File: src/rtl/shift_issue_stage_if.sv
// Request/response bundle for shift_issue_stage.
// The slave modport is the stage; master is the upstream/downstream side.
interface shift_issue_stage_if #(
  parameter int RD_W = 5
);
  logic            in_valid;
  logic            in_ready;
  logic [2:0]      in_funct3;
  logic            in_funct7_5;
  logic            in_is_word;
  logic [63:0]     in_rs1;
  logic [5:0]      in_shamt;
  logic [RD_W-1:0] in_rd;
  logic            out_valid;
  logic            out_ready;
  logic [63:0]     out_result;
  logic [RD_W-1:0] out_rd;
  logic            out_illegal;

  modport slave (
    input  in_valid, in_funct3, in_funct7_5,
    input  in_is_word, in_rs1, in_shamt, in_rd,
    output in_ready,
    output out_valid, out_result, out_rd,
    output out_illegal,
    input  out_ready
  );

  modport master (
    output in_valid, in_funct3, in_funct7_5,
    output in_is_word, in_rs1, in_shamt, in_rd,
    input  in_ready,
    input  out_valid, out_result, out_rd,
    input  out_illegal,
    output out_ready
  );
endinterface

File: src/rtl/shift_issue_stage.sv
// RV64 shift sequencer driving a 5-bit-amount shift_unit.
// Optional SHIFT_ISSUE_STATS_EN adds perf_ops/perf_multi counters.
module shift_issue_stage #(
  parameter int XLEN = 64,
  parameter int RD_W = 5
) (
  input  logic            clk,
  input  logic            rst,
  shift_issue_stage_if.slave io,
  output logic [XLEN-1:0] sh_a,
  output logic [4:0]      sh_b,
  output logic [1:0]      sh_shift,
  input  logic [XLEN-1:0] sh_result
`ifdef SHIFT_ISSUE_STATS_EN
  ,
  output logic [31:0]     perf_ops,
  output logic [31:0]     perf_multi
`endif
);

  typedef enum logic [2:0] {
    IDLE, HI1, HI2, LO, DONE
  } state_t;

  state_t          state;
  logic [63:0]     acc;
  logic [4:0]      shamt_lo;
  logic            word_q;
  logic [RD_W-1:0] rd_q;

  logic        is_sll;
  logic        is_sr;
  logic        legal;
  logic        take_hi;
  logic        accept;
  logic [1:0]  ld_shift;
  logic [63:0] ld_acc;
  logic [63:0] lo_res;

  assign sh_a = acc;

  assign io.in_ready =
    (state == IDLE) |
    ((state == DONE) & io.out_ready);

  assign accept = io.in_valid & io.in_ready;

  always_comb begin
    is_sll  = (io.in_funct3 == 3'b001) &
              !io.in_funct7_5;
    is_sr   = (io.in_funct3 == 3'b101);
    legal   = is_sll | is_sr;
    take_hi = io.in_shamt[5] & !io.in_is_word;
    ld_shift = 2'b00;
    unique case (1'b1)
      is_sll:                 ld_shift = 2'b10;
      is_sr & io.in_funct7_5: ld_shift = 2'b01;
      default:                ld_shift = 2'b00;
    endcase
    // W right shifts pre-extend so the low word shifts in correct bits
    if (!io.in_is_word || is_sll)
      ld_acc = io.in_rs1;
    else if (io.in_funct7_5)
      ld_acc = {{32{io.in_rs1[31]}},
                io.in_rs1[31:0]};
    else
      ld_acc = {32'b0, io.in_rs1[31:0]};
    lo_res = word_q ?
      {{32{sh_result[31]}}, sh_result[31:0]} :
      sh_result;
  end

  always_ff @(posedge clk) begin
    if (rst) begin
      state          <= IDLE;
      acc            <= '0;
      sh_b           <= '0;
      sh_shift       <= 2'b10;
      shamt_lo       <= '0;
      word_q         <= 1'b0;
      rd_q           <= '0;
      io.out_valid   <= 1'b0;
      io.out_result  <= '0;
      io.out_rd      <= '0;
      io.out_illegal <= 1'b0;
    end else begin
      unique case (state)
        IDLE: ;
        HI1: begin
          acc   <= sh_result;
          state <= HI2;
        end
        HI2: begin
          acc   <= sh_result;
          sh_b  <= shamt_lo;
          state <= LO;
        end
        LO: begin
          acc            <= sh_result;
          io.out_result  <= lo_res;
          io.out_rd      <= rd_q;
          io.out_illegal <= 1'b0;
          io.out_valid   <= 1'b1;
          state          <= DONE;
        end
        DONE: begin
          if (io.out_ready) begin
            io.out_valid <= 1'b0;
            state        <= IDLE;
          end
        end
        default: state <= IDLE;
      endcase
      // A new accept overrides the DONE drain above
      if (accept) begin
        rd_q     <= io.in_rd;
        word_q   <= io.in_is_word;
        shamt_lo <= io.in_shamt[4:0];
        sh_shift <= ld_shift;
        acc      <= ld_acc;
        if (!legal) begin
          io.out_valid   <= 1'b1;
          io.out_illegal <= 1'b1;
          io.out_result  <= '0;
          io.out_rd      <= io.in_rd;
          state          <= DONE;
        end else if (take_hi) begin
          sh_b  <= 5'd16;
          state <= HI1;
        end else begin
          sh_b  <= io.in_shamt[4:0];
          state <= LO;
        end
      end
    end
  end

`ifdef SHIFT_ISSUE_STATS_EN
  logic multi_q;
  logic multi_out;

  always_ff @(posedge clk) begin
    if (rst) begin
      multi_q    <= 1'b0;
      multi_out  <= 1'b0;
      perf_ops   <= '0;
      perf_multi <= '0;
    end else begin
      if (accept)
        multi_q <= legal & take_hi;
      if (accept && !legal)
        multi_out <= 1'b0;
      else if (state == LO)
        multi_out <= multi_q;
      if (io.out_valid && io.out_ready) begin
        perf_ops <= perf_ops + 32'd1;
        if (multi_out)
          perf_multi <= perf_multi + 32'd1;
      end
    end
  end
`endif

endmodule
File: src/flat_wrapper.sv
// flat-port wrapper written by rule: the top's interface ports become plain ports
module shift_issue_stage_flat 
#(
  parameter int XLEN = 64,
  parameter int RD_W = 5
)
  (clk, rst, sh_a, sh_b, sh_shift, sh_result, io_in_valid, io_in_funct3, io_in_funct7_5, io_in_is_word, io_in_rs1, io_in_shamt, io_in_rd, io_in_ready, io_out_valid, io_out_result, io_out_rd, io_out_illegal, io_out_ready);
  shift_issue_stage_if #(.RD_W(RD_W)) io_i ();
  input  logic clk;
  input  logic rst;
  output logic [XLEN-1:0] sh_a;
  output logic [4:0] sh_b;
  output logic [1:0] sh_shift;
  input  logic [XLEN-1:0] sh_result;
  input wire logic [$bits(io_i.in_valid)-1:0] io_in_valid;
  input wire logic [$bits(io_i.in_funct3)-1:0] io_in_funct3;
  input wire logic [$bits(io_i.in_funct7_5)-1:0] io_in_funct7_5;
  input wire logic [$bits(io_i.in_is_word)-1:0] io_in_is_word;
  input wire logic [$bits(io_i.in_rs1)-1:0] io_in_rs1;
  input wire logic [$bits(io_i.in_shamt)-1:0] io_in_shamt;
  input wire logic [$bits(io_i.in_rd)-1:0] io_in_rd;
  output wire logic [$bits(io_i.in_ready)-1:0] io_in_ready;
  output wire logic [$bits(io_i.out_valid)-1:0] io_out_valid;
  output wire logic [$bits(io_i.out_result)-1:0] io_out_result;
  output wire logic [$bits(io_i.out_rd)-1:0] io_out_rd;
  output wire logic [$bits(io_i.out_illegal)-1:0] io_out_illegal;
  input wire logic [$bits(io_i.out_ready)-1:0] io_out_ready;
  assign io_i.in_valid = io_in_valid;
  assign io_i.in_funct3 = io_in_funct3;
  assign io_i.in_funct7_5 = io_in_funct7_5;
  assign io_i.in_is_word = io_in_is_word;
  assign io_i.in_rs1 = io_in_rs1;
  assign io_i.in_shamt = io_in_shamt;
  assign io_i.in_rd = io_in_rd;
  assign io_in_ready = io_i.in_ready;
  assign io_out_valid = io_i.out_valid;
  assign io_out_result = io_i.out_result;
  assign io_out_rd = io_i.out_rd;
  assign io_out_illegal = io_i.out_illegal;
  assign io_i.out_ready = io_out_ready;
  shift_issue_stage #(.XLEN(XLEN), .RD_W(RD_W)) u_core (.clk(clk), .rst(rst), .io(io_i), .sh_a(sh_a), .sh_b(sh_b), .sh_shift(sh_shift), .sh_result(sh_result));
endmodule
File: config.mk
export PLATFORM = sky130hd
export DESIGN_NAME = shift_issue_stage_flat
export DESIGN_NICKNAME = d
export VERILOG_FILES = /design/src/rtl/shift_issue_stage_if.sv /design/src/rtl/shift_issue_stage.sv /design/src/flat_wrapper.sv
export SDC_FILE = /design/constraint.sdc
export NUM_CORES = 1
export LEC_CHECK = 0
export ABC_AREA = 1
export CELL_PAD_IN_SITES_DETAIL_PLACEMENT = 1
export CELL_PAD_IN_SITES_GLOBAL_PLACEMENT = 1
export CORE_MARGIN = 3
export CORE_UTILIZATION = 31
export CTS_CLUSTER_SIZE = 24
export DETAILED_ROUTE_END_ITERATION = 7
export PLACE_DENSITY = 0.89
export SLEW_MARGIN = 20
export SYNTH_ARGS = -nofsm -noshare
export SYNTH_HDL_FRONTEND = slang
export SYNTH_SLANG_ARGS = --single-unit
File: constraint.sdc
create_clock -name clk -period 2.8 [get_ports clk]
set_input_delay 0.84 -clock clk [delete_from_list [all_inputs] [get_ports clk]]
set_output_delay 0.84 -clock clk [all_outputs]
set_load 0.05 [all_outputs]
# Yosys cells after proc, flatten, opt, wreduce, memory -nomap -nowiden
# Cells that the tools add are included.
# word_totals
regBits,156
input_bits,148
wordCells,61
output_inout_bits,143
# op_classes
n_reduce_logical,7
n_eq_ne,8
n_mux,28
n_bitwise,7
# op_table
cell,count
$mux W64,8
$mux W5,7
$pmux W3 S5,1
$mux W3,3
$eq A3 B1 Y1 const B,2
$eq A3 B2 Y1 const B,2
$eq A3 B3 Y1 const B,2
$mux W1,6
$and A1 B1 Y1,5
$pmux W2 S2,1
$logic_not A3 Y1,1
$ne A3 B2 Y1 const B,1
$reduce_or A3 Y1,1
$logic_not A1 Y1,2
$mux W2,1
$ne A2 B1 Y1 const B,1
$or A1 B1 Y1,2
$pmux W1 S2,1
$reduce_and A2 Y1,1
$reduce_bool A2 Y1,1
$logic_or A1 B1 Y1,1

# Longest topological paths before layout
# Gate-level depths: netlist (run 1).
# depth
depth_word,6
mapped_depth,9
ltp_nobuf,9

# Worst setup path after synthesis (run 1)
# OpenSTA, ideal clock, no wires.
# synth_path
path_type,in2out
from,input io_out_ready
to,output io_in_ready
path_slack_ps,679
t_required_ps,1960
path_buffers,0
path_stages,2
arrival_ps,1281
cell_sequence,o21ai_4 > inv_1
# synth_via
elab_chain_cells,2
# synth_lines
item,line_no,rtl
"start, declared",flat_wrapper.sv:27,input wire logic [$bits(io_i.out_ready)-1:0] io_out_ready;
$and A1 B1 Y1,shift_issue_stage.sv:44,((state == DONE) & io.out_ready);
$or A1 B1 Y1,shift_issue_stage.sv:43,(state == IDLE) |
"end, declared",flat_wrapper.sv:22,output wire logic [$bits(io_i.in_ready)-1:0] io_in_ready;
# Every way passes these cells.

# Final worst setup path (run 1)
# Ends and elaborated chain as after synthesis.

==> results of run 1 <==
how the worst max path moves through the flow:
stage,endpoint,slack [ps],cells after the start
2_1_floorplan,io_in_ready,680,2
3_3_place_gp,io_in_ready,260,4
3_5_place_dp,io_in_ready,220,4
4_1_cts,io_in_ready,220,4
5_1_grt,io_in_ready,210,4
6_report,io_in_ready,230,4
cells by family after synthesis:
group / count (synthesis) / synth area share
simple gates: 468 / 0.2871
compound gates: 184 / 0.1560
flops: 156 / 0.4767
buf+inv: 124 / 0.08021
tightest hold or removal path, stage by stage (launching register included):
cell	delay, ps
dfxtp_1	300
inv_1	60
a21oi_1	50
power by group:
part           total, uW  internal (uW)  switching (uW)  leakage [uW]
registers           2450           2370            78.3       0.00127
clock network       2520           1550             974      0.000302
logic               1710            628            1090       0.00246
state kept, by name, indices dropped and copies added, names as in the netlist, 2 cells and up:
name                  flops
u_core.io.out_rd          5
u_core.io.out_result     64
u_core.rd_q               5
u_core.sh_a              64
u_core.sh_b               5
u_core.sh_shift           2
u_core.shamt_lo           5
u_core.state              3
routing by layer:
| metal | vias to the layer above | track usage | part of all wire |
|---|---|---|---|
| li1 | 3543 | - | - |
| met5 | - | 0 | 0 |
| met1 | 3558 | 0.2734 | 0.40 |
| met3 | 63 | 0.06134 | 0.067 |
| met4 | 0 | 0.1043 | 0.036 |
| met2 | 243 | 0.3912 | 0.49 |
per-stage QoR:
| stage | instances | hold WS [ps] |
|---|---|---|
| 4_1_cts | 1471 | 458.0 |
| 2_1_floorplan | 932 | 424.6 |
| 3_5_place_dp | 1440 | 447.8 |
| 5_1_grt | 1472 | 473.1 |
| 6_report | 1472 | 449.6 |
| 3_3_place_gp | 1440 | 435.4 |
layout make-up:
class / count / area [um2] / area share
antenna: 1 / 2.502 / 0.0002415
clock buffer: 19 / 452.9 / 0.04372
clock inverter: 12 / 186.4 / 0.01800
inverter: 54 / 202.7 / 0.01957
multi-input combinational: 652 / 2924 / 0.2822
sequential: 156 / 3123 / 0.3015
tap: 270 / 337.8 / 0.03261
timing repair buffer: 308 / 3131 / 0.3022
cell usage after synthesis, types with 3 or more instances:
cell type	n
o21ai_0	28
dfxtp_1	156
clkbuf_1	30
a21oi_1	89
buf_4	4
a31oi_1	32
nand2_1	252
o22ai_1	32
inv_2	3
nor2_1	143
inv_1	51
nand3_1	66
buf_2	36
==> flow_summary_export.csv, run 1 <==
group,metric,value,unit
clock_network,clock_sinks,156,
placed_design,place_area,0.009718,mm2
cells_and_area,final_common_cell,"clkdlybuf4s50_1",
worst_setup_path,critPathLaunch,"io_out_ready",
hold_path,whs_path_depth,2,
cells_and_area,fill_cells,2518,
route,routed_via_density,5.032,
global_routing,overflow,0,
route,wl,26940,um
hold_path,hp-start,"u_core.shamt_lo[3]$_SDFFE_PP0P_",
cells_and_area,nNetsFinal,1337,
hold_path,min_to,"u_core.shamt_lo[3]$_SDFFE_PP0P_",
worst_setup_path,critical_path_buf_inv_count,3,
floorplan,coreArea,0.02049,mm2
placed_design,io_buffer_count,290,
yosys,ys.flop_type,"dfxtp_1",
yosys,synth_nets,1080,
global_routing,grt_use_total,0.2311,
clock_network,clockRootBuffer,"clkbuf_16",
clock_network,cts.path.max_buffers,2,
outcome,status,"finished clean",
worst_setup_path,path_max_fanout,2,
route,first_pass_iters,4,
yosys,ys_ff_latch,156,
sta,setup_viol,0,
yosys,synth_seq_area_share,0.4767,
yosys,synth_warnings,0,
clock_network,htreeDepth,4,
global_routing,antenna_found_initial,1,
sta,fin_ws,233.8,ps
pwr,ir_drop,0.0003913,V
hold_path,hold_class,"reg -> reg",
clock_network,cts_resized,0,
worst_setup_path,crit_type,"in -> out",
yosys,synth.largest_area_cell,"dfxtp_1",
pwr,powerDensity,644.8,mW/mm2
sta,tns,0,ps
yosys,synth_area_leaders,"dfxtp_1 48%, nand2_1 14%, nor2_1 8.2%",
sta,period_minus_slack,2566,ps
yosys,syn_area_per_cell,7.029,um2
worst_setup_path,rr_endpoint,"u_core.io.out_result[54]$_SDFF_PP0_",
worst_setup_path,endpoint_kind,"primary output",
route,ant_nets,0,
global_routing,first_global_vias,7716,
clock_network,clk_latency,420,ps
floorplan,dieArea,0.02291,mm2
sta,drv_slew,0,
worst_setup_path,crit_chain,"clkdlybuf4s50_1 > o21ai_4 > inv_1 > buf_12",
sta,worst_pin_slew,868.2,ps
yosys,netlist_area,0.006551,mm2
yosys,synthCells,932,
yosys,yosysTopAreaCellShare,0.4767,
worst_setup_path,cpPeakStageDelay,470,ps
floorplan,start_util,0.3197,
cells_and_area,layout-drive-gt1-share,0.05162,
route,drtIter0Drc,283,
yosys,ys_types,23,
floorplan,fp-row-count,52,
worst_setup_path,critPathRequiredTime,1960,ps
sta,final.setup_skew,10.31,ps
cells_and_area,area_delta_synth_final,58.14,%
flow_run,cap_viol_max_count,0,
cells_and_area,finish.utilization,0.5055,
worst_setup_path,rrSetupSlack,870,ps
worst_setup_path,rr_startpoint,"u_core.state[1]$_SDFFE_PP0P_",
sta,layout_worst_path_cycle_share,0.9165,
clock_network,cts_made_buffers,17,
sta,hold_violations,0,
pwr,totalPowerFinal,6680,uW
floorplan,ios,291,
route,wire_per_inst,18.30,um
floorplan,die_w,151.4,um
route,drc,0,
floorplan,die_h,151.4,um
clock_network,cts_setup_buffers,0,
cells_and_area,final_cell_mix,"288 x clkdlybuf4s50_1, 252 x nand2_1, 156 x dfxtp_1, 142 x nor2_1, 89 x a21oi_1",
sta,timing.fmax,389.7,MHz
worst_setup_path,worstPathArrival,1730,ps
clock_network,cts_tree,"built",
sta,relSlewSlack,0.4212,
yosys,ys_async_sr_fraction,0,
pwr,total_leakage_power,0.004038,uW
cells_and_area,design_area,0.01036,mm2
worst_setup_path,start_kind,"input port",
route,num_vias,7407,
clock_network,cts_hold_buf,0,
worst_setup_path,reg2reg_depth,7,
global_routing,grt_max_degree,71,
global_routing,grt_pass1_wl,41450,um
placed_design,dp_slack,224.4,ps
placed_design,dp.final_hpwl,18740,um
worst_setup_path,crit_family,"buffers and inverters",
placed_design,place_congestion,0.8036,
worst_setup_path,critPathSlowestCell,"clkdlybuf4s50_1",
clock_network,clk_pin_slew,60,ps
sta,rsz0062_at_grt,"no",
yosys,synth_edf_count,0,
(Power assumes the default switching activity.)
==> inputs of run 2 (changes only) <==
--- a/config.mk
+++ b/config.mk
@@ -8,12 +8,11 @@
 export ABC_AREA = 1
 export CELL_PAD_IN_SITES_DETAIL_PLACEMENT = 1
 export CELL_PAD_IN_SITES_GLOBAL_PLACEMENT = 1
-export CORE_MARGIN = 3
+export CORE_MARGIN = 2
 export CORE_UTILIZATION = 31
 export CTS_CLUSTER_SIZE = 24
 export DETAILED_ROUTE_END_ITERATION = 7
 export PLACE_DENSITY = 0.89
-export SLEW_MARGIN = 20
 export SYNTH_ARGS = -nofsm -noshare
 export SYNTH_HDL_FRONTEND = slang
 export SYNTH_SLANG_ARGS = --single-unit
==> flow_summary_export.csv, run 2 (synthesis gave the netlist of run 1 again) <==
group,metric,value,unit
outcome,status,"finished clean",
sta,worst_pin_slew,905.1,ps
pwr,p_comb_frac,0.258,
cells_and_area,final_cell_count_no_fill,1477,
clock_network,clockRootBuffer,"clkbuf_16",
pwr,total_leakage_power,0.004019,uW
global_routing,grt_pass1_wl,41330,um
clock_network,cts_hold_buf,0,
placed_design,dp_cells,1445,
placed_design,io_buffer_count,290,
route,routed_via_density,4.997,
worst_setup_path,crit_chain,"clkdlybuf4s50_1 > o21ai_4 > inv_1 > buf_12",
sta,rsz0062_at_grt,"no",
route,wl,26870,um
route,num_vias,7380,
clock_network,clk_pin_slew,70,ps
sta,hold_violations,0,
cells_and_area,final_common_cell,"clkdlybuf4s50_1",
placed_design,place_congestion,0.7605,
worst_setup_path,crit_family,"buffers and inverters",
sta,worst_hold_slack,449.6,ps
sta,timing.fmax,391.0,MHz
worst_setup_path,start_kind,"input port",
pwr,seq_power_share,0.373,
floorplan,dieArea,0.02231,mm2
floorplan,die_h,149.4,um
clock_network,clk_latency,420,ps
cells_and_area,nNetsFinal,1337,
placed_design,dp.final_hpwl,18090,um
cells_and_area,area_delta_synth_final,57.09,%
floorplan,die_w,149.4,um
global_routing,overflow,0,
clock_network,cts_setup_buffers,0,
pwr,power_switching,2200,uW
worst_setup_path,critPathRequiredTime,1960,ps
sta,layout_worst_path_cycle_share,0.9135,
pwr,clkPwrFrac,0.369,
clock_network,htreeDepth,4,
cells_and_area,final_cell_mix,"288 x clkdlybuf4s50_1, 252 x nand2_1, 156 x dfxtp_1, 142 x nor2_1, 89 x a21oi_1",
cells_and_area,finish.utilization,0.4927,
global_routing,grt_use_total,0.2367,
sta,period_minus_slack,2558,ps
route,first_pass_iters,4,
route,wire_per_inst,18.19,um
worst_setup_path,worstPathArrival,1720,ps
worst_setup_path,critical_path_buf_inv_count,3,
worst_setup_path,critPathSlowestCell,"clkdlybuf4s50_1",
global_routing,grt_max_degree,75,
pwr,powerDensity,638.1,mW/mm2
worst_setup_path,path_max_fanout,2,
sta,setup_viol,0,
worst_setup_path,crit_type,"in -> out",
sta,relSlewSlack,0.3966,
sta,tns,0,ps
clock_network,cts_resized,0,
hold_path,hold_class,"reg -> reg",
clock_network,cts_made_buffers,17,
cells_and_area,n_antenna_cell,0,
floorplan,start_util,0.3136,
floorplan,ios,291,
pwr,sw_frac_of_total,0.3350,
floorplan,coreArea,0.02089,mm2
cells_and_area,layout-drive-gt1-share,0.05241,
pwr,ir_drop,0.0003947,V
pwr,internal_power,4367,uW
global_routing,antenna_found_initial,0,
clock_network,cts.path.max_buffers,2,
route,ant_nets,0,
route,drtIter0Drc,184,
worst_setup_path,endpoint_kind,"primary output",
sta,final.setup_skew,11.94,ps
sta,drv_slew,0,
worst_setup_path,cpPeakStageDelay,470,ps
clock_network,cts_tree,"built",
route,drc,0,
flow_run,cap_viol_max_count,0,
clock_network,clock_sinks,156,
floorplan,fp-row-count,53,
global_routing,first_global_vias,7603,
-- run 2: final cells by class --
class	instances	area [um2]
well taps	275	344.1
repair buffers	308	3093
multi-input cells	652	2924
fillers	2621	10600
flip-flops and latches	156	3123
clock inverters	13	151.4
inverters	54	202.7
clock buffers	19	452.9
-- run 2: path summary, 6_finish.rpt --
kind                                                       from                                  to  slack [ps]  depth (start not counted)
worst min register to register  u_core.shamt_lo[2]$_SDFFE_PP0P_     u_core.shamt_lo[2]$_SDFFE_PP0P_         450                          2
worst min-delay path            u_core.shamt_lo[2]$_SDFFE_PP0P_     u_core.shamt_lo[2]$_SDFFE_PP0P_         450                          2
worst max-delay path                               io_out_ready                         io_in_ready         240                          4
worst max register to register     u_core.state[1]$_SDFFE_PP0P_  u_core.io.out_result[1]$_SDFF_PP0_         860                          6
-- run 2: power by group through the flow --
stage / clock [uW] / combinational [uW] / sequential (uW)
after global placement: 0 / 1660 / 2490
final: 2430 / 1690 / 2450
after floorplan: 0 / 554 / 2920
after detailed placement: 0 / 1690 / 2500
after CTS: 2480 / 1700 / 2450
after global routing: 2570 / 1810 / 2460
-- run 2: worst min-delay path, cell delays in order, from the launching register on --
cell and delay [ps]:
dfxtp_1 300, inv_1 60, a21oi_1 50
-- run 2: per-stage QoR --
stage	instance area, um2	setup slack [ps]	total power (uW)
CTS	10290	245.2	6625
global route	10290	196.6	6843
floorplan	6551	678.6	3478
global placement	9687	270.8	4144
finish	10290	242.3	6567
detailed placement	9687	216.4	4189
-- run 2: metal layers --
layer  global-route usage  part of all wire  routed length [um]
met1               0.2814              0.42               11250
met2               0.4108              0.50               13330
met3              0.06024             0.057                1528
met4              0.08714             0.028                 756
met5                    0                 0                   0
